File: src/rtl/wb_pipe_if.sv
`default_nettype none
// ============================================================================
// Module      : wb_pipe_if
// Description : Valid/ready handshake bundle carrying NCH register-write
//               channels (enable, address, data) per entry.
//               master drives valid and payload and receives ready;
//               slave receives valid and payload and drives ready.
//               Channel k is packed at [k*ADDR_W +: ADDR_W] and
//               [k*DATA_W +: DATA_W].
// Revision    : 1.0 - initial release
// ============================================================================
interface wb_pipe_if #(
    parameter int DATA_W = 32,
    parameter int ADDR_W = 5,
    parameter int NCH    = 1
);
    logic                  valid;
    logic                  ready;
    logic [NCH-1:0]        w_enable;
    logic [NCH*ADDR_W-1:0] w_addr;
    logic [NCH*DATA_W-1:0] w_data;

    modport master (
        output valid,
        output w_enable,
        output w_addr,
        output w_data,
        input  ready
    );

    modport slave (
        input  valid,
        input  w_enable,
        input  w_addr,
        input  w_data,
        output ready
    );
endinterface
`default_nettype wire

File: src/rtl/wb_pipe_stage.sv
`default_nettype none
// ============================================================================
// Module      : wb_pipe_stage
// Description : Two-entry skid-buffer pipeline stage for register write-back
//               traffic. The head register drives the outputs and the skid
//               register absorbs one extra entry, so in_ready is a flop and
//               there is no combinational path from out_ready to in_ready.
//               Writes to register 0 are suppressed at capture time.
// Ports       : clk       - clock, rising edge
//               rst       - synchronous active-high reset
//               flush     - discard held and incoming entries
//               in_bus    - upstream handshake + payload (slave)
//               out_bus   - downstream handshake + head payload (master)
//               occupancy - number of held entries (0..2)
// Revision    : 1.0 - initial release
// ============================================================================
module wb_pipe_stage #(
    parameter int DATA_W = 32,
    parameter int ADDR_W = 5,
    parameter int NCH    = 1
) (
    input  wire logic        clk,
    input  wire logic        rst,
    input  wire logic        flush,
    wb_pipe_if.slave         in_bus,
    wb_pipe_if.master        out_bus,
    output logic [1:0]       occupancy
);

    localparam int AW_TOT = NCH * ADDR_W;
    localparam int DW_TOT = NCH * DATA_W;

    typedef enum logic [1:0] {
        ST_EMPTY = 2'd0,
        ST_ONE   = 2'd1,
        ST_FULL  = 2'd2
    } state_t;

    state_t              state_q,     state_d;
    logic                in_ready_q,  in_ready_d;
    logic                out_valid_q, out_valid_d;
    logic [NCH-1:0]      head_en_q,   head_en_d;
    logic [AW_TOT-1:0]   head_addr_q, head_addr_d;
    logic [DW_TOT-1:0]   head_data_q, head_data_d;
    logic [NCH-1:0]      skid_en_q,   skid_en_d;
    logic [AW_TOT-1:0]   skid_addr_q, skid_addr_d;
    logic [DW_TOT-1:0]   skid_data_q, skid_data_d;

    logic                w_accept;
    logic                w_release;
    logic                w_load_head_in;
    logic                w_load_head_skid;
    logic                w_load_skid;
    logic [NCH-1:0]      w_cap_en;

    // A write to register 0 is architecturally a no-op, so its enable is
    // dropped on the way in; address and data still travel unchanged.
    for (genvar k = 0; k < NCH; k++) begin : g_zero_sup
        assign w_cap_en[k] = in_bus.w_enable[k] &&
                             (in_bus.w_addr[k*ADDR_W +: ADDR_W] != '0);
    end

    assign w_accept  = in_bus.valid && in_ready_q;
    assign w_release = out_valid_q && out_bus.ready;

    always_comb begin
        state_d          = state_q;
        head_en_d        = head_en_q;
        head_addr_d      = head_addr_q;
        head_data_d      = head_data_q;
        skid_en_d        = skid_en_q;
        skid_addr_d      = skid_addr_q;
        skid_data_d      = skid_data_q;
        w_load_head_in   = 1'b0;
        w_load_head_skid = 1'b0;
        w_load_skid      = 1'b0;

        if (flush) begin
            // A release this cycle is still considered taken downstream;
            // an entry offered this cycle is simply never captured.
            state_d = ST_EMPTY;
        end else begin
            case (state_q)
                ST_EMPTY: begin
                    if (w_accept) begin
                        state_d        = ST_ONE;
                        w_load_head_in = 1'b1;
                    end
                end
                ST_ONE: begin
                    if (w_accept && w_release) begin
                        w_load_head_in = 1'b1;
                    end else if (w_accept) begin
                        state_d     = ST_FULL;
                        w_load_skid = 1'b1;
                    end else if (w_release) begin
                        state_d = ST_EMPTY;
                    end
                end
                ST_FULL: begin
                    // in_ready is low here, so only a release can happen.
                    if (w_release) begin
                        state_d          = ST_ONE;
                        w_load_head_skid = 1'b1;
                    end
                end
                default: state_d = ST_EMPTY;
            endcase
        end

        // Payload flops only toggle on a real capture or skid-to-head move.
        if (w_load_head_in) begin
            head_en_d   = w_cap_en;
            head_addr_d = in_bus.w_addr;
            head_data_d = in_bus.w_data;
        end else if (w_load_head_skid) begin
            head_en_d   = skid_en_q;
            head_addr_d = skid_addr_q;
            head_data_d = skid_data_q;
        end

        if (w_load_skid) begin
            skid_en_d   = w_cap_en;
            skid_addr_d = in_bus.w_addr;
            skid_data_d = in_bus.w_data;
        end

        // An empty stage must never present a live write enable.
        if (state_d == ST_EMPTY) begin
            head_en_d = '0;
        end

        in_ready_d  = (state_d != ST_FULL);
        out_valid_d = (state_d != ST_EMPTY);
    end

    always_ff @(posedge clk) begin
        if (rst) begin
            state_q     <= ST_EMPTY;
            in_ready_q  <= 1'b1;
            out_valid_q <= 1'b0;
            head_en_q   <= '0;
            head_addr_q <= '0;
            head_data_q <= '0;
            skid_en_q   <= '0;
            skid_addr_q <= '0;
            skid_data_q <= '0;
        end else begin
            state_q     <= state_d;
            in_ready_q  <= in_ready_d;
            out_valid_q <= out_valid_d;
            head_en_q   <= head_en_d;
            head_addr_q <= head_addr_d;
            head_data_q <= head_data_d;
            skid_en_q   <= skid_en_d;
            skid_addr_q <= skid_addr_d;
            skid_data_q <= skid_data_d;
        end
    end

    assign in_bus.ready     = in_ready_q;
    assign out_bus.valid    = out_valid_q;
    assign out_bus.w_enable = head_en_q;
    assign out_bus.w_addr   = head_addr_q;
    assign out_bus.w_data   = head_data_q;
    assign occupancy        = state_q;

endmodule
`default_nettype wire

File: src/flat_wrapper.sv
// flat-port wrapper written by rule: the top's interface ports become plain ports
module wb_pipe_stage_flat 
#(
    parameter int DATA_W = 32,
    parameter int ADDR_W = 5,
    parameter int NCH    = 1
)
  (clk, rst, flush, occupancy, in_bus_valid, in_bus_w_enable, in_bus_w_addr, in_bus_w_data, in_bus_ready, out_bus_valid, out_bus_w_enable, out_bus_w_addr, out_bus_w_data, out_bus_ready);
  wb_pipe_if #(.DATA_W(DATA_W), .ADDR_W(ADDR_W), .NCH(NCH)) in_bus_i ();
  wb_pipe_if #(.DATA_W(DATA_W), .ADDR_W(ADDR_W), .NCH(NCH)) out_bus_i ();
  input  wire logic clk;
  input  wire logic rst;
  input  wire logic flush;
  output logic [1:0] occupancy;
  input wire logic [$bits(in_bus_i.valid)-1:0] in_bus_valid;
  input wire logic [$bits(in_bus_i.w_enable)-1:0] in_bus_w_enable;
  input wire logic [$bits(in_bus_i.w_addr)-1:0] in_bus_w_addr;
  input wire logic [$bits(in_bus_i.w_data)-1:0] in_bus_w_data;
  output wire logic [$bits(in_bus_i.ready)-1:0] in_bus_ready;
  output wire logic [$bits(out_bus_i.valid)-1:0] out_bus_valid;
  output wire logic [$bits(out_bus_i.w_enable)-1:0] out_bus_w_enable;
  output wire logic [$bits(out_bus_i.w_addr)-1:0] out_bus_w_addr;
  output wire logic [$bits(out_bus_i.w_data)-1:0] out_bus_w_data;
  input wire logic [$bits(out_bus_i.ready)-1:0] out_bus_ready;
  assign in_bus_i.valid = in_bus_valid;
  assign in_bus_i.w_enable = in_bus_w_enable;
  assign in_bus_i.w_addr = in_bus_w_addr;
  assign in_bus_i.w_data = in_bus_w_data;
  assign in_bus_ready = in_bus_i.ready;
  assign out_bus_valid = out_bus_i.valid;
  assign out_bus_w_enable = out_bus_i.w_enable;
  assign out_bus_w_addr = out_bus_i.w_addr;
  assign out_bus_w_data = out_bus_i.w_data;
  assign out_bus_i.ready = out_bus_ready;
  wb_pipe_stage #(.DATA_W(DATA_W), .ADDR_W(ADDR_W), .NCH(NCH)) u_core (.clk(clk), .rst(rst), .flush(flush), .in_bus(in_bus_i), .out_bus(out_bus_i), .occupancy(occupancy));
endmodule
File: config.mk
export PLATFORM = sky130hd
export DESIGN_NAME = wb_pipe_stage_flat
export DESIGN_NICKNAME = d
export VERILOG_FILES = /design/src/rtl/wb_pipe_if.sv /design/src/rtl/wb_pipe_stage.sv /design/src/flat_wrapper.sv
export SDC_FILE = /design/constraint.sdc
export NUM_CORES = 1
export LEC_CHECK = 0
export BUFFER_PORTS_ARGS = -buffer_cell sky130_fd_sc_hd__buf_2
export CORE_ASPECT_RATIO = 2
export CORE_MARGIN = 2
export CORE_UTILIZATION = 50
export DETAILED_ROUTE_END_ITERATION = 16
export PLACE_DENSITY = 0.82
export RECOVER_POWER = 25
export SYNTH_ARGS = -nofsm -noshare
export SYNTH_HDL_FRONTEND = slang
export SYNTH_SLANG_ARGS = --single-unit
File: constraint.sdc
create_clock -name clk -period 4.4 [get_ports clk]
set_clock_uncertainty 0.2 [all_clocks]
set_input_delay 0.88 -clock clk [delete_from_list [all_inputs] [get_ports clk]]
set_output_delay 0.88 -clock clk [all_outputs]
set_load 0.02 [all_outputs]
==> results.env <==
OUTCOME='finished, violations left'
VIOLATIONS='capacitance limit, slew limit'
MAXIMUM_NUMBER_OF_PINS_ON_ONE_NET_BEFORE_GLOBAL_ROUTE_REPAIR=48
CLK_PATH_BUF_DEPTH=2
WL_MM=8.018
SYNTHARSTFLOPSHARE_PCT=0
POST_ROUTE_CELLS_DRIVE_ABOVE_1_SHARE_PCT=22.95
START_UTIL_PCT=51.47
GRT_PASS1_VIAS=2890
TRITONCTS.NUM_BUFFERS=9
TNS_NS=0
ANTENNA_LEFT=0
YOSYSTOPAREACELL='sky130_fd_sc_hd__dfxtp_1'
AVGVIACOUNTPERCELL=5.465
CRIT_ARRIVAL_NS=2.95
CLKLATENCYLATEPIN_NS=0.33
SEQUENTIALPOWERSHARE_PCT=48.4
FINALWEIGHTEDCONGESTION=0.7786
GRT_FIRST_PASS_WIRELENGTH_MM=13.10
WORST_CASE_REGISTER_TO_REGISTER_SETUP_SLACK_NS=1.81
CLOCK_POWER_SHARE_PCT=40.5
CRIT-REG2REG-CAPTURE='u_core.out_bus.w_data[0]'
P_LEAK_nW=1.447
CTS_SETUP_BUFFERS=0
CTS-HOLD-FIX-BUFFERS=0
YS_FF_LATCH=80
ENDPOINT_KIND='flip-flop'
SYNTHESIS.AREA_MM2=0.003408
LAYOUT-AREA-OVERHEAD-VS-SYNTH_PCT=17.47
POWER_DENSITY_mW_PER_MM2=399.9
WORSTREGTOREGCELLS=5
SYN-MEAN-INSTANCE-AREA_UM2=8.395
INITIALDRTVIOLATIONCOUNT=205
CELL_WITH_THE_MOST_INSTANCES_AFTER_SYNTHESIS='sky130_fd_sc_hd__nand2_1'
DIE_HEIGHT_UM=120.8
REMAINING_MAX_SLEW_BUDGET_AT_THE_TIGHTEST_PIN_PCT=-21.57
TIMING.CRITICAL_PATH.FANOUT_MAX=44
MULTI_INPUT_GATE_AREA_MM2=0.001609
P_COMB_SHARE_PCT=11.1
LAYOUT.NETS=515
WORSTSETUPSTARTPOINT='rst'
CELLINTERNALPOWER_mW=1.210
EDFF_COUNT_SYNTH=0
NETLIST.AREA_LEADER.SHARE_PCT=46.99
SYNTH.AREA.TOP_CELLS='sky130_fd_sc_hd__dfxtp_1 (47%), sky130_fd_sc_hd__nand2_1 (17%), sky130_fd_sc_hd__a311oi_2 (13%), sky130_fd_sc_hd__a21oi_1 (5.9%), sky130_fd_sc_hd__nor2_1 (4.5%)'
WORST_SUPPLY_VOLTAGE_DROP_ON_VDD_mV=0.2538
CTS_TREE='built'
CRITPATHKIND='primary input to flip-flop'
CP.REQUIRED_NS=4.35
CELL_AT_THE_SLOWEST_STAGE_OF_THE_CRITICAL_PATH='sky130_fd_sc_hd__clkbuf_1'
MAX_CLOCK_FREQ_MHz=333.4
ROUTE.VIAS.TOTAL=3077
FP-ROW-COUNT=42
CTS_HTREE_LEVELS=3
NETLIST_INSTANCES=406
SEQUENTIAL_CELL_AREA_MM2=0.001602
DRT_PASS1_ITERATIONS=4
CRITPATHCAPTURE='u_core.out_bus.w_data[7]'
CRITICAL-PATH-MAX-STAGE-DELAY_NS=1.29
YOSYSSEQAREASHARE_PCT=46.99
FINAL_MAX_SLEW_VIOL_COUNT=36
TIMING.FINAL.CRIT_SHARE_PCT=68.16
POST-PLACE-WS_NS=1.303
AREA_OF_THE_DIE_MM2=0.007533
NETSWITCHINGPOWER_mW=0.3914
ANTENNA_VIOLATIONS_BEFORE_REPAIR=0
CTS_SINKS=80
CTS.CLK_SLEW.WORST_PATHS_NS=0.05
FIN_CRIT_NS=2.999
MAX_CAP_VIOLS=1
SYNTH_WARNINGS=0
CTS_ROOT_BUFFER='sky130_fd_sc_hd__clkbuf_16'
SETUP_VIOLATIONS=0
YS.FLOP_TYPE='sky130_fd_sc_hd__dfxtp_1'
CP_CELL_SEQUENCE='clkbuf_1 -> buf_4 -> a311oi_1'
SYNTH_TOP_CELLS_BY_COUNT='sky130_fd_sc_hd__nand2_1 (152), sky130_fd_sc_hd__dfxtp_1 (80), sky130_fd_sc_hd__nor2_1 (41)'
POWER.SWITCHING_FRACTION_PCT=24.44
RESIZED_CELLS_POST_CTS=0
FINAL.FILL_COUNT=633
WL_PER_CELL_UM=14.24
HOLDCRITPATHCLASS='flip-flop to flip-flop'
R2R_STARTPOINT='u_core.occupancy[0]'
FP.COREAREA_MM2=0.006621
START_KIND='primary input'
GR-USAGE-ALL-LAYERS_PCT=21.93
NETLIST-CELL-TYPE-COUNT=29
DPL.HPWL_MM=5.167
ANTENNADIODECOUNT=0
GRT-OVFL-TOTAL=0
MAX_SLEW.WORST_PIN.SLEW_NS=1.824
ROUTE.DETAILED.DRC=0
FINAL_HOLD_VIOL_COUNT=0
BOUNDARYPINS=85
SYNTH.NET_COUNT=449
FIN_TOTAL_PWR_mW=1.601
DIEWIDTH_UM=62.38
SETUP_REPAIR_AFTER_GLOBAL_ROUTING_MISSED_ITS_MARGIN='false'
LAYOUT_SETUP_WS_NS=1.401
PORT_BUFFERS=84
## area by class of cell
| type | instances | area share [%] |
|---|---|---|
| clock buffers | 13 | 6.250 |
| well taps | 88 | 2.750 |
| inverters | 1 | 0.09375 |
| flip-flops and latches | 80 | 40.00 |
| clock inverters | 1 | 0.1250 |
| multi-input cells | 291 | 40.19 |
| repair buffers | 89 | 10.59 |
## layout by cell type, fill, tap and decap left out, drive strengths merged
| cell type | count |
|---|---|
| a21bo | 1 |
| a21boi | 1 |
| a21oi | 40 |
| a311oi | 37 |
| and2 | 1 |
| buf | 62 |
| clkbuf | 40 |
| clkinv | 1 |
| dfxtp | 80 |
| inv | 1 |
| mux2i | 1 |
| nand2 | 152 |
| nand3b | 1 |
| nand4b | 1 |
| nor2 | 42 |
| nor2b | 1 |
| nor3 | 1 |
| nor4 | 1 |
| o211a | 1 |
| o211ai | 1 |
| o21a | 2 |
| o21ai | 1 |
| o31a | 1 |
| or2 | 1 |
| or3 | 2 |
| or4 | 2 |
## per-stage QoR
stage	hold WS [ns]	cell area, um2	utilization (%)	std cells
detailed placement	0.2465	3782	57.12	549
global route	0.2672	4004	60.47	563
CTS	0.2536	4038	60.98	563
finish	0.2552	4004	60.47	563
global placement	0.2412	3782	57.12	549
floorplan	0.2363	3408	-	406
## logic make-up (layout without fill, tap and decap cells)
logic type             Yosys count  after routing  synth area share (%)
buffers and inverters           35            104                 5.983
DFF                             80             80                 46.99
muxes                            1              1                0.2937
AOI/OAI and AO/OA               85             85                 22.76
and+or+nand+nor                205            205                 23.97
## worst min path at each step
| stage | depth (start not counted) | slack, ns | end | start |
|---|---|---|---|---|
| floorplan | 2 | 0.24 | u_core.skid_en_q | u_core.skid_en_q |
| global placement | 2 | 0.24 | u_core.skid_data_q[22] | u_core.skid_data_q[22] |
| detailed placement | 2 | 0.25 | u_core.skid_data_q[26] | u_core.skid_data_q[26] |
| CTS | 2 | 0.25 | u_core.skid_data_q[26] | u_core.skid_data_q[26] |
| global route | 2 | 0.27 | u_core.skid_data_q[30] | u_core.skid_data_q[30] |
| finish | 2 | 0.26 | u_core.skid_data_q[26] | u_core.skid_data_q[26] |
## sequential cells by signal, summed over array words and instances, names as in the netlist
register,cells
u_core.skid_addr_q,5
u_core.out_bus.valid,1
u_core.out_bus.w_enable,1
u_core.occupancy,2
u_core.skid_data_q,32
u_core.out_bus.w_addr,5
u_core.out_bus.w_data,32
u_core.skid_en_q,1
u_core.in_bus.ready,1
## power groups by stage
stage               Combinational (mW)  Sequential (mW)  Clock [mW]
floorplan                       0.0923            0.818           0
global placement                 0.179            0.787           0
detailed placement               0.183            0.789           0
CTS                              0.184            0.774       0.665
global route                     0.194            0.777       0.687
finish                           0.178            0.774       0.649
## routing by layer
metal  track usage, %  vias up  part of all wire [%]
li1                 -     1504                     -
met1            23.37     1458                    40
met2            39.88       98                    53
met3            4.837       17                   4.7
met4            11.53        0                   2.8
met5                0        -                     0
## worst max-delay path, delay by kind of cell
family          cells  cell delay, ns
buf+inv             2            1.97
compound gates      1            0.09
Note: power is estimated with default switching activity, not from simulation.
